==> src/rtl/uart_tx_param.sv <==
// uart_tx_param: parametrised UART transmitter with a ready/valid input handshake.
//
// Frame on TX_OUT: start (0), DATA_WIDTH data bits LSB first, optional parity bit,
// then one or two stop bits (1). Every bit lasts CLKS_PER_BIT clocks. The line
// idles high.
//
// Ports:
//   clk        in   single clock, rising edge
//   reset      in   synchronous, active-high; aborts any frame and drops stored words
//   P_DATA     in   frame data (DATA_WIDTH bits)
//   DATA_VALID in   producer offers P_DATA together with PAR_EN/PAR_TYP/STOP2
//   DATA_READY out  word is accepted on this rising edge if DATA_VALID is also high
//   PAR_EN     in   1 = append a parity bit
//   PAR_TYP    in   0 = even parity, 1 = odd parity
//   STOP2      in   1 = two stop bits
//   TX_OUT     out  registered serial line
//   Busy       out  registered, high while a frame is on the line
//
// Optional build macro UART_TX_FIFO_EN: replaces the single holding register with
// a FIFO_DEPTH-entry input FIFO so frames can be chained without idle gaps.

module uart_tx_param #(
  parameter int unsigned DATA_WIDTH   = 8,
  parameter int unsigned CLKS_PER_BIT = 16,
  parameter int unsigned FIFO_DEPTH   = 4
) (
  input  logic                  clk,
  input  logic                  reset,
  input  logic [DATA_WIDTH-1:0] P_DATA,
  input  logic                  DATA_VALID,
  output logic                  DATA_READY,
  input  logic                  PAR_EN,
  input  logic                  PAR_TYP,
  input  logic                  STOP2,
  output logic                  TX_OUT,
  output logic                  Busy
);

  localparam int unsigned       BAUD_W    = (CLKS_PER_BIT > 1) ? $clog2(CLKS_PER_BIT) : 1;
  localparam logic [BAUD_W-1:0] BAUD_LAST = BAUD_W'(CLKS_PER_BIT - 1);
  localparam int unsigned       BIT_W     = $clog2(DATA_WIDTH);
  localparam logic [BIT_W-1:0]  BIT_LAST  = BIT_W'(DATA_WIDTH - 1);

  typedef enum logic [2:0] {
    S_IDLE   = 3'd0,
    S_START  = 3'd1,
    S_DATA   = 3'd2,
    S_PARITY = 3'd3,
    S_STOP   = 3'd4
  } state_t;

  // One accepted word together with the frame options captured alongside it.
  typedef struct packed {
    logic [DATA_WIDTH-1:0] data;
    logic                  par_en;
    logic                  par_typ;
    logic                  stop2;
  } word_t;

  function automatic logic parity_f(input logic [DATA_WIDTH-1:0] d, input logic odd);
    parity_f = (^d) ^ odd;
  endfunction

  state_t                state_q, state_d;
  logic [BAUD_W-1:0]     baud_q, baud_d;
  logic [BIT_W-1:0]      bit_q, bit_d;      // data bit index, reused as stop-bit index
  logic [DATA_WIDTH-1:0] shreg_q, shreg_d;  // remaining data bits, bit 0 is on the line
  logic                  par_en_q, par_en_d;
  logic                  par_bit_q, par_bit_d;
  logic                  stop2_q, stop2_d;
  logic                  tx_q, tx_d;
  logic                  busy_q, busy_d;

  word_t                 in_word_s;
  word_t                 next_word_s;       // word loaded when a frame starts
  logic                  next_avail_s;      // a word is available to start a frame
  logic                  load_s;
  logic                  pop_s;
  logic                  bit_end_s;

  assign in_word_s = {P_DATA, PAR_EN, PAR_TYP, STOP2};
  assign bit_end_s = (baud_q == BAUD_LAST);

`ifdef UART_TX_FIFO_EN
  localparam int unsigned PTR_W    = $clog2(FIFO_DEPTH);
  localparam int unsigned CNT_W    = PTR_W + 1;
  localparam logic        CHAIN_EN = 1'b1;

  word_t             mem_q [FIFO_DEPTH];
  logic [PTR_W-1:0]  wr_ptr_q, wr_ptr_d;
  logic [PTR_W-1:0]  rd_ptr_q, rd_ptr_d;
  logic [CNT_W-1:0]  count_q, count_d;
  logic              full_q, full_d;
  logic              push_s;

  // Ready depends on the registered full flag only, so a same-cycle pop never frees a slot.
  assign DATA_READY   = !full_q && !reset;
  assign push_s       = DATA_VALID && DATA_READY;
  assign next_avail_s = (count_q != {CNT_W{1'b0}});
  assign next_word_s  = mem_q[rd_ptr_q];

  // FIFO pointer and occupancy next-state.
  always_comb begin
    wr_ptr_d = wr_ptr_q;
    rd_ptr_d = rd_ptr_q;
    count_d  = count_q;
    if (push_s) begin
      wr_ptr_d = wr_ptr_q + PTR_W'(1'b1);
    end else begin
      wr_ptr_d = wr_ptr_q;
    end
    if (pop_s) begin
      rd_ptr_d = rd_ptr_q + PTR_W'(1'b1);
    end else begin
      rd_ptr_d = rd_ptr_q;
    end
    case ({push_s, pop_s})
      2'b10:   count_d = count_q + CNT_W'(1'b1);
      2'b01:   count_d = count_q - CNT_W'(1'b1);
      default: count_d = count_q;
    endcase
    full_d = (count_d == CNT_W'(FIFO_DEPTH));
  end

  // FIFO control registers.
  always_ff @(posedge clk) begin
    if (reset) begin
      wr_ptr_q <= {PTR_W{1'b0}};
      rd_ptr_q <= {PTR_W{1'b0}};
      count_q  <= {CNT_W{1'b0}};
      full_q   <= 1'b0;
    end else begin
      wr_ptr_q <= wr_ptr_d;
      rd_ptr_q <= rd_ptr_d;
      count_q  <= count_d;
      full_q   <= full_d;
    end
  end

  // FIFO storage; entries are only read while counted as valid, so no reset is needed.
  always_ff @(posedge clk) begin
    if (push_s) begin
      mem_q[wr_ptr_q] <= in_word_s;
    end
  end
`else
  localparam logic CHAIN_EN = 1'b0;

  // Holding register is the frame register itself; a word is taken only from IDLE.
  assign DATA_READY   = (state_q == S_IDLE) && !reset;
  assign next_avail_s = DATA_VALID;
  assign next_word_s  = in_word_s;

  // FIFO_DEPTH and the pop strobe have no role in this build.
  logic unused_fifo_s;
  assign unused_fifo_s = pop_s & (FIFO_DEPTH != 32'd0);
`endif

  // Frame FSM next-state, bit timing and registered-output next values.
  always_comb begin
    state_d   = state_q;
    baud_d    = baud_q;
    bit_d     = bit_q;
    shreg_d   = shreg_q;
    par_en_d  = par_en_q;
    par_bit_d = par_bit_q;
    stop2_d   = stop2_q;
    load_s    = 1'b0;
    pop_s     = 1'b0;
    tx_d      = 1'b1;
    busy_d    = 1'b0;

    case (state_q)
      S_IDLE: begin
        if (next_avail_s) begin
          load_s = 1'b1;
        end else begin
          load_s = 1'b0;
        end
      end
      S_START: begin
        if (bit_end_s) begin
          state_d = S_DATA;
          baud_d  = {BAUD_W{1'b0}};
          bit_d   = {BIT_W{1'b0}};
        end else begin
          baud_d  = baud_q + BAUD_W'(1'b1);
        end
      end
      S_DATA: begin
        if (bit_end_s) begin
          baud_d  = {BAUD_W{1'b0}};
          shreg_d = shreg_q >> 1;
          if (bit_q == BIT_LAST) begin
            bit_d = {BIT_W{1'b0}};
            if (par_en_q) begin
              state_d = S_PARITY;
            end else begin
              state_d = S_STOP;
            end
          end else begin
            bit_d = bit_q + BIT_W'(1'b1);
          end
        end else begin
          baud_d = baud_q + BAUD_W'(1'b1);
        end
      end
      S_PARITY: begin
        if (bit_end_s) begin
          state_d = S_STOP;
          baud_d  = {BAUD_W{1'b0}};
          bit_d   = {BIT_W{1'b0}};
        end else begin
          baud_d  = baud_q + BAUD_W'(1'b1);
        end
      end
      S_STOP: begin
        if (bit_end_s) begin
          baud_d = {BAUD_W{1'b0}};
          if (stop2_q && (bit_q == {BIT_W{1'b0}})) begin
            bit_d = BIT_W'(1'b1);
          end else if (CHAIN_EN && next_avail_s) begin
            // Chain straight into the next start bit with no idle cycle.
            load_s = 1'b1;
          end else begin
            state_d = S_IDLE;
            bit_d   = {BIT_W{1'b0}};
          end
        end else begin
          baud_d = baud_q + BAUD_W'(1'b1);
        end
      end
      default: begin
        state_d = S_IDLE;
      end
    endcase

    if (load_s) begin
      pop_s     = 1'b1;
      state_d   = S_START;
      baud_d    = {BAUD_W{1'b0}};
      bit_d     = {BIT_W{1'b0}};
      shreg_d   = next_word_s.data;
      par_en_d  = next_word_s.par_en;
      par_bit_d = parity_f(next_word_s.data, next_word_s.par_typ);
      stop2_d   = next_word_s.stop2;
    end else begin
      pop_s     = 1'b0;
    end

    // Outputs are registered from the next state so they switch on the same edge.
    busy_d = (state_d != S_IDLE);
    case (state_d)
      S_START:  tx_d = 1'b0;
      S_DATA:   tx_d = shreg_d[0];
      S_PARITY: tx_d = par_bit_d;
      S_STOP:   tx_d = 1'b1;
      S_IDLE:   tx_d = 1'b1;
      default:  tx_d = 1'b1;
    endcase
  end

  // Frame FSM and output registers.
  always_ff @(posedge clk) begin
    if (reset) begin
      state_q   <= S_IDLE;
      baud_q    <= {BAUD_W{1'b0}};
      bit_q     <= {BIT_W{1'b0}};
      shreg_q   <= {DATA_WIDTH{1'b0}};
      par_en_q  <= 1'b0;
      par_bit_q <= 1'b0;
      stop2_q   <= 1'b0;
      tx_q      <= 1'b1;
      busy_q    <= 1'b0;
    end else begin
      state_q   <= state_d;
      baud_q    <= baud_d;
      bit_q     <= bit_d;
      shreg_q   <= shreg_d;
      par_en_q  <= par_en_d;
      par_bit_q <= par_bit_d;
      stop2_q   <= stop2_d;
      tx_q      <= tx_d;
      busy_q    <= busy_d;
    end
  end

  assign TX_OUT = tx_q;
  assign Busy   = busy_q;

endmodule
==> config.mk <==
export PLATFORM = sky130hd
export DESIGN_NAME = uart_tx_param
export DESIGN_NICKNAME = d
export VERILOG_FILES = /design/src/rtl/uart_tx_param.sv
export SDC_FILE = /design/constraint.sdc
export NUM_CORES = 1
export LEC_CHECK = 0
export CAP_MARGIN = 30
export CORE_AREA = 5 5 45 77
export CTS_CLUSTER_SIZE = 30
export DETAILED_ROUTE_END_ITERATION = 8
export DIE_AREA = 0 0 50 82
export HOLD_SLACK_MARGIN = 0.02
export PLACE_DENSITY = 0.65
export SLEW_MARGIN = 10
export SYNTH_ARGS = -nofsm -noshare
export SYNTH_HDL_FRONTEND = slang
export SYNTH_SLANG_ARGS = --single-unit
==> constraint.sdc <==
create_clock -name clk -period 2.3 [get_ports clk]
set_input_delay 0.69 -clock clk [delete_from_list [all_inputs] [get_ports clk]]
set_output_delay 0.69 -clock clk [all_outputs]
set_load 0.02 [all_outputs]
[Word-level counts from Yosys, hierarchy flattened]
Index checks and enable logic that the tools add are counted.
Storage, ports and cells
  register bits after elaboration: 23
  output and inout bits: 3
  bits of input ports: 14
Cells by class
  muxes and demuxes: 23
  reduce and logical (&&, ||, !) cells: 15
  $add $sub $neg: 2
  bitwise gates (word level): 1
  eq/ne operators: 12
Operators by type and width (count)
  2-to-1 mux 3 bit: 12
  2-to-1 mux 8 bit: 3
  case mux 3 bit (5 select lines): 1
  equality test 3 x 2 -> 1 bit (second input constant): 4
  case mux 3 bit (3 select lines): 1
  XOR reduction 8 bit: 1
  equality test 3 x 1 -> 1 bit (second input constant): 2
  equality test 3 bit (second input constant): 2
  zero test 3 bit: 2
  nonzero test 3 bit: 2
  adder 4 x 1 -> 4 bit (second input constant): 1
  equality test 4 bit (second input constant): 1
  2-to-1 mux 1 bit: 4
  2-to-1 mux 4 bit: 1
  inequality test 2 bit (second input constant): 2
  AND reduction 4 bit: 1
  nonzero test 2 bit: 2
  OR reduction 2 bit: 2
  OR reduction 4 bit: 1
  adder 3 x 1 -> 3 bit (second input constant): 1
  case mux 1 bit (3 select lines): 1
  logical AND 1 bit: 2
  inequality test 2 x 1 -> 1 bit (second input constant): 1
  AND reduction 2 bit: 1
  2 further kinds: 2

[Longest topological paths before layout]
Gate-level depths: netlist (run 1).
  depth after elaboration: 8
  gate-level depth with buffers: 7
  depth with buffers taken out: 7

[Least setup slack after synthesis (run 1)]
Ideal clock, no wire load.
  kind: input-to-output
  from: in reset
  to: out DATA_READY
  stages on the path: 2
  path slack: 0.104 ns
  data arrival time: 1.506 ns
  required time: 1.610 ns
  path through: buf_1 nor4_1
On the way
  cells in the longest elaborated chain, start to end: 2
RTL lines
  from (decl): line 28  | input logic reset,
  zero test 1 bit: line 150  | assign DATA_READY = (state_q == S_IDLE) && !reset;
  logical AND 1 bit: line 150
  to (decl): line 31  | output logic DATA_READY,
No other way between the ends.

[Worst setup path after layout (run 1)]
Same ends and word-level chain as after synthesis.

==> results.ini, run 1 <==
[floorplan]
io_pins = 17
rows = 26
die_w_um = 50
die_height_um = 82
die-area_um2 = 4100
start_util_pct = 42.71
core_um2 = 2798

[yosys]
ys_warn_count = 0
synth_seq_area_share_pct = 38.53
synthCells = 129
syn_area_per_cell_um2 = 9.263
synth_seq_cells = 23
synth_ff_type = dfxtp_1
synth_fp_nets = 147
synth_area_um2 = 1195
synth_edf_count = 0
ys_types = 41
synthArstFlopShare_pct = 0

[power_and_ir_drop]
switching_share_pct = 25.18
p_total_mw = 0.8342
power.leakage_nw = 0.6125
pwr-share-seq_pct = 51.5
internal_power_mw = 0.6241
power.switching_mw = 0.2100
pwr-share-comb_pct = 17.9
clockPowerShare_pct = 30.6
peakVddDrop_mv = 0.3819
p_per_area_nw_per_um2 = 567.4

[sta]
period_minus_slack_ns = 2.188
rsz0062_at_grt = false
fmaxAchievable_mhz = 457.0
max_slew_margin_pct = 77.91
tightest_slew_ns = 0.3314
fin_crit_sh_pct = 95.13
hold_viol = 0
finalSetupViolations = 0
slew_viol_final = 0
fin_ws_ns = 0.1120
clock_skew_ns = 0.003032

[cts]
cts.clk_slew.worst_paths_ns = 0.08
clk_latency_ns = 0.27
cts_buffers = 3
clk_path_buf_depth = 2
cts_num_sinks = 23
cts_tree = done
cts_root_buf = clkbuf_8
htree_levels = 1

[global_route]
grt-ovfl-total = 0
grt_pass1_vias = 988
grt_usage_pct = 13.11
grt_start_max_net_pins = 22
antenna_found_initial = 0
grt_pass1_wl_um = 4174

[critical_path]
end_kind = primary output
r2r_cells = 6
reg2reg_setup_slack_ns = 0.33
cp_max_fo = 2
cp-start-kind = primary input
required_ns = 1.61
path_class = in -> out
r2r_end = TX_OUT
reg2reg_from = baud_q[0]
arrival_ns = 1.50

[route]
drtIter0Drc = 23
num_vias = 963
drc = 0
drtPass1Iterations = 4
antenna_left = 0
drt-vias-per-instance = 5.350
wl_per_cell_um = 13.92
drt_wl_total_um = 2506

[finish]
n_antenna_cell = 0
layout-drive-gt1-share_pct = 16.45
final_common_cell = dfxtp_1
fin_nets = 171
syn_to_final_growth_pct = 23.04
final_cell_mix = dfxtp_1, clkdlybuf4s50_1, nor2_1, nand2_1, buf_4

[min_path]
holdPathStages = 2
hold_start = stop2_q
hold_path_end = stop2_q
worstHoldPathType = reg -> reg

[placed_design]
gp_congestion = 0.8268
portBuffers = 16
dpl.hpwl_um = 1971
pre_cts_ws_ns = -0.3974

[job]
cap_violations = 0

[outcome]
status = finished clean

## per-stage QoR
| step | instances | util (%) | TNS [ns] | hold slack (ns) | instance area (um2) |
|---|---|---|---|---|---|
| floorplan | 129 | - | 0 | 0.4366 | 1195 |
| global placement | 176 | 50.85 | -0.4313 | 0.4527 | 1423 |
| detailed placement | 176 | 50.85 | -0.4621 | 0.4635 | 1423 |
| CTS | 180 | 52.33 | 0 | 0.4746 | 1464 |
| global route | 180 | 52.55 | 0 | 0.5099 | 1470 |
| finish | 180 | 52.55 | 0 | 0.4728 | 1470 |
## metal layers
metal / up-vias / part of all wire (%) / GRT usage (%)
li1: 498 / - / -
met1: 441 / 38 / 12.74
met2: 18 / 57 / 25.31
met3: 6 / 3.2 / 2.178
met4: 0 / 2.1 / 6.824
met5: - / 0 / 0
## power by group through the flow
stage               Sequential, mW  Combinational, mW  Clock, mW
floorplan                    0.439             0.0900          0
global placement             0.438              0.149          0
detailed placement           0.439              0.152          0
CTS                          0.430              0.151      0.261
global route                 0.432              0.164      0.275
finish                       0.430              0.149      0.255
## registers in the layout (all words and copies together) (netlist names)
name       cells
stop2_q        1
TX_OUT         1
Busy           1
baud_q         4
shreg_q        8
bit_q          3
par_bit_q      1
par_en_q       1
state_q        3
## cell families after synthesis
group                    count (synthesis)  share of synthesized area [%]
AND/OR/NAND/NOR                         49                          21.36
flip-flops                              23                          38.53
AO/OA/AOI/OAI                           21                          11.94
XOR/XNOR                                11                          9.215
buffers and inverters                   11                          6.178
multiplexers                            10                          8.587
adder cells (fa/ha/maj)                  4                          4.189
## critical path, cell delays in order
cell and delay (ns):
clkdlybuf4s50_1 0.44, nor4_2 0.16, buf_2 0.21
## cell type report
type                    count  area, um2
clock inverters             1      5.005
repair buffers             27      250.2
clock buffers               3      41.29
fillers                   274       1328
well taps                  28      35.03
flip-flops and latches     23      460.4
multi-input cells          95      666.9
inverters                   3      11.26
## worst max path at each step
stage	slack (ns)	cells past startpoint	startpoint	to
final	0.11	3	reset	DATA_READY
after global routing	0.02	3	reset	DATA_READY
after CTS	0.04	3	reset	DATA_READY
after detailed placement	-0.40	3	reset	DATA_READY
after global placement	-0.43	3	reset	DATA_READY
after floorplan	0.10	2	reset	DATA_READY
## cells in the mapped netlist (2+ instances only)
cell type,n,area (um2)
xor2_1,3,26.28
a21oi_1,6,30.03
o21ai_0,2,10.01
xnor2_1,7,61.31
clkbuf_8,2,27.53
dfxtp_1,23,460.4
o211ai_1,2,15.01
inv_1,3,11.26
buf_1,2,7.510
mux2i_1,8,80.08
nand4_1,2,12.51
nor2_1,12,45.04
nand3_1,2,10.01
ha_1,4,50.05
nor3_1,7,35.03
or3_1,2,12.51
a211oi_1,6,45.04
nand2_1,12,45.04
mux2_2,2,22.52
## timing repair
item | 4_1_cts | 5_1_grt
hold buffers | 0 | 0
setup endpoints to repair | 1 | 1
setup buffers | 0 | 0
resized for setup | 5 | 1
(Power assumes the default switching activity.)
==> run 2, diff against run 1 <==
--- a/config.mk
+++ b/config.mk
@@ -12,7 +12,6 @@
 export DIE_AREA = 0 0 50 82
 export HOLD_SLACK_MARGIN = 0.02
 export PLACE_DENSITY = 0.65
-export SLEW_MARGIN = 10
 export SYNTH_ARGS = -nofsm -noshare
 export SYNTH_HDL_FRONTEND = slang
 export SYNTH_SLANG_ARGS = --single-unit
==> results of run 2 <==
Same layout as run 1: the final DEF is identical, and so are final timing and power.
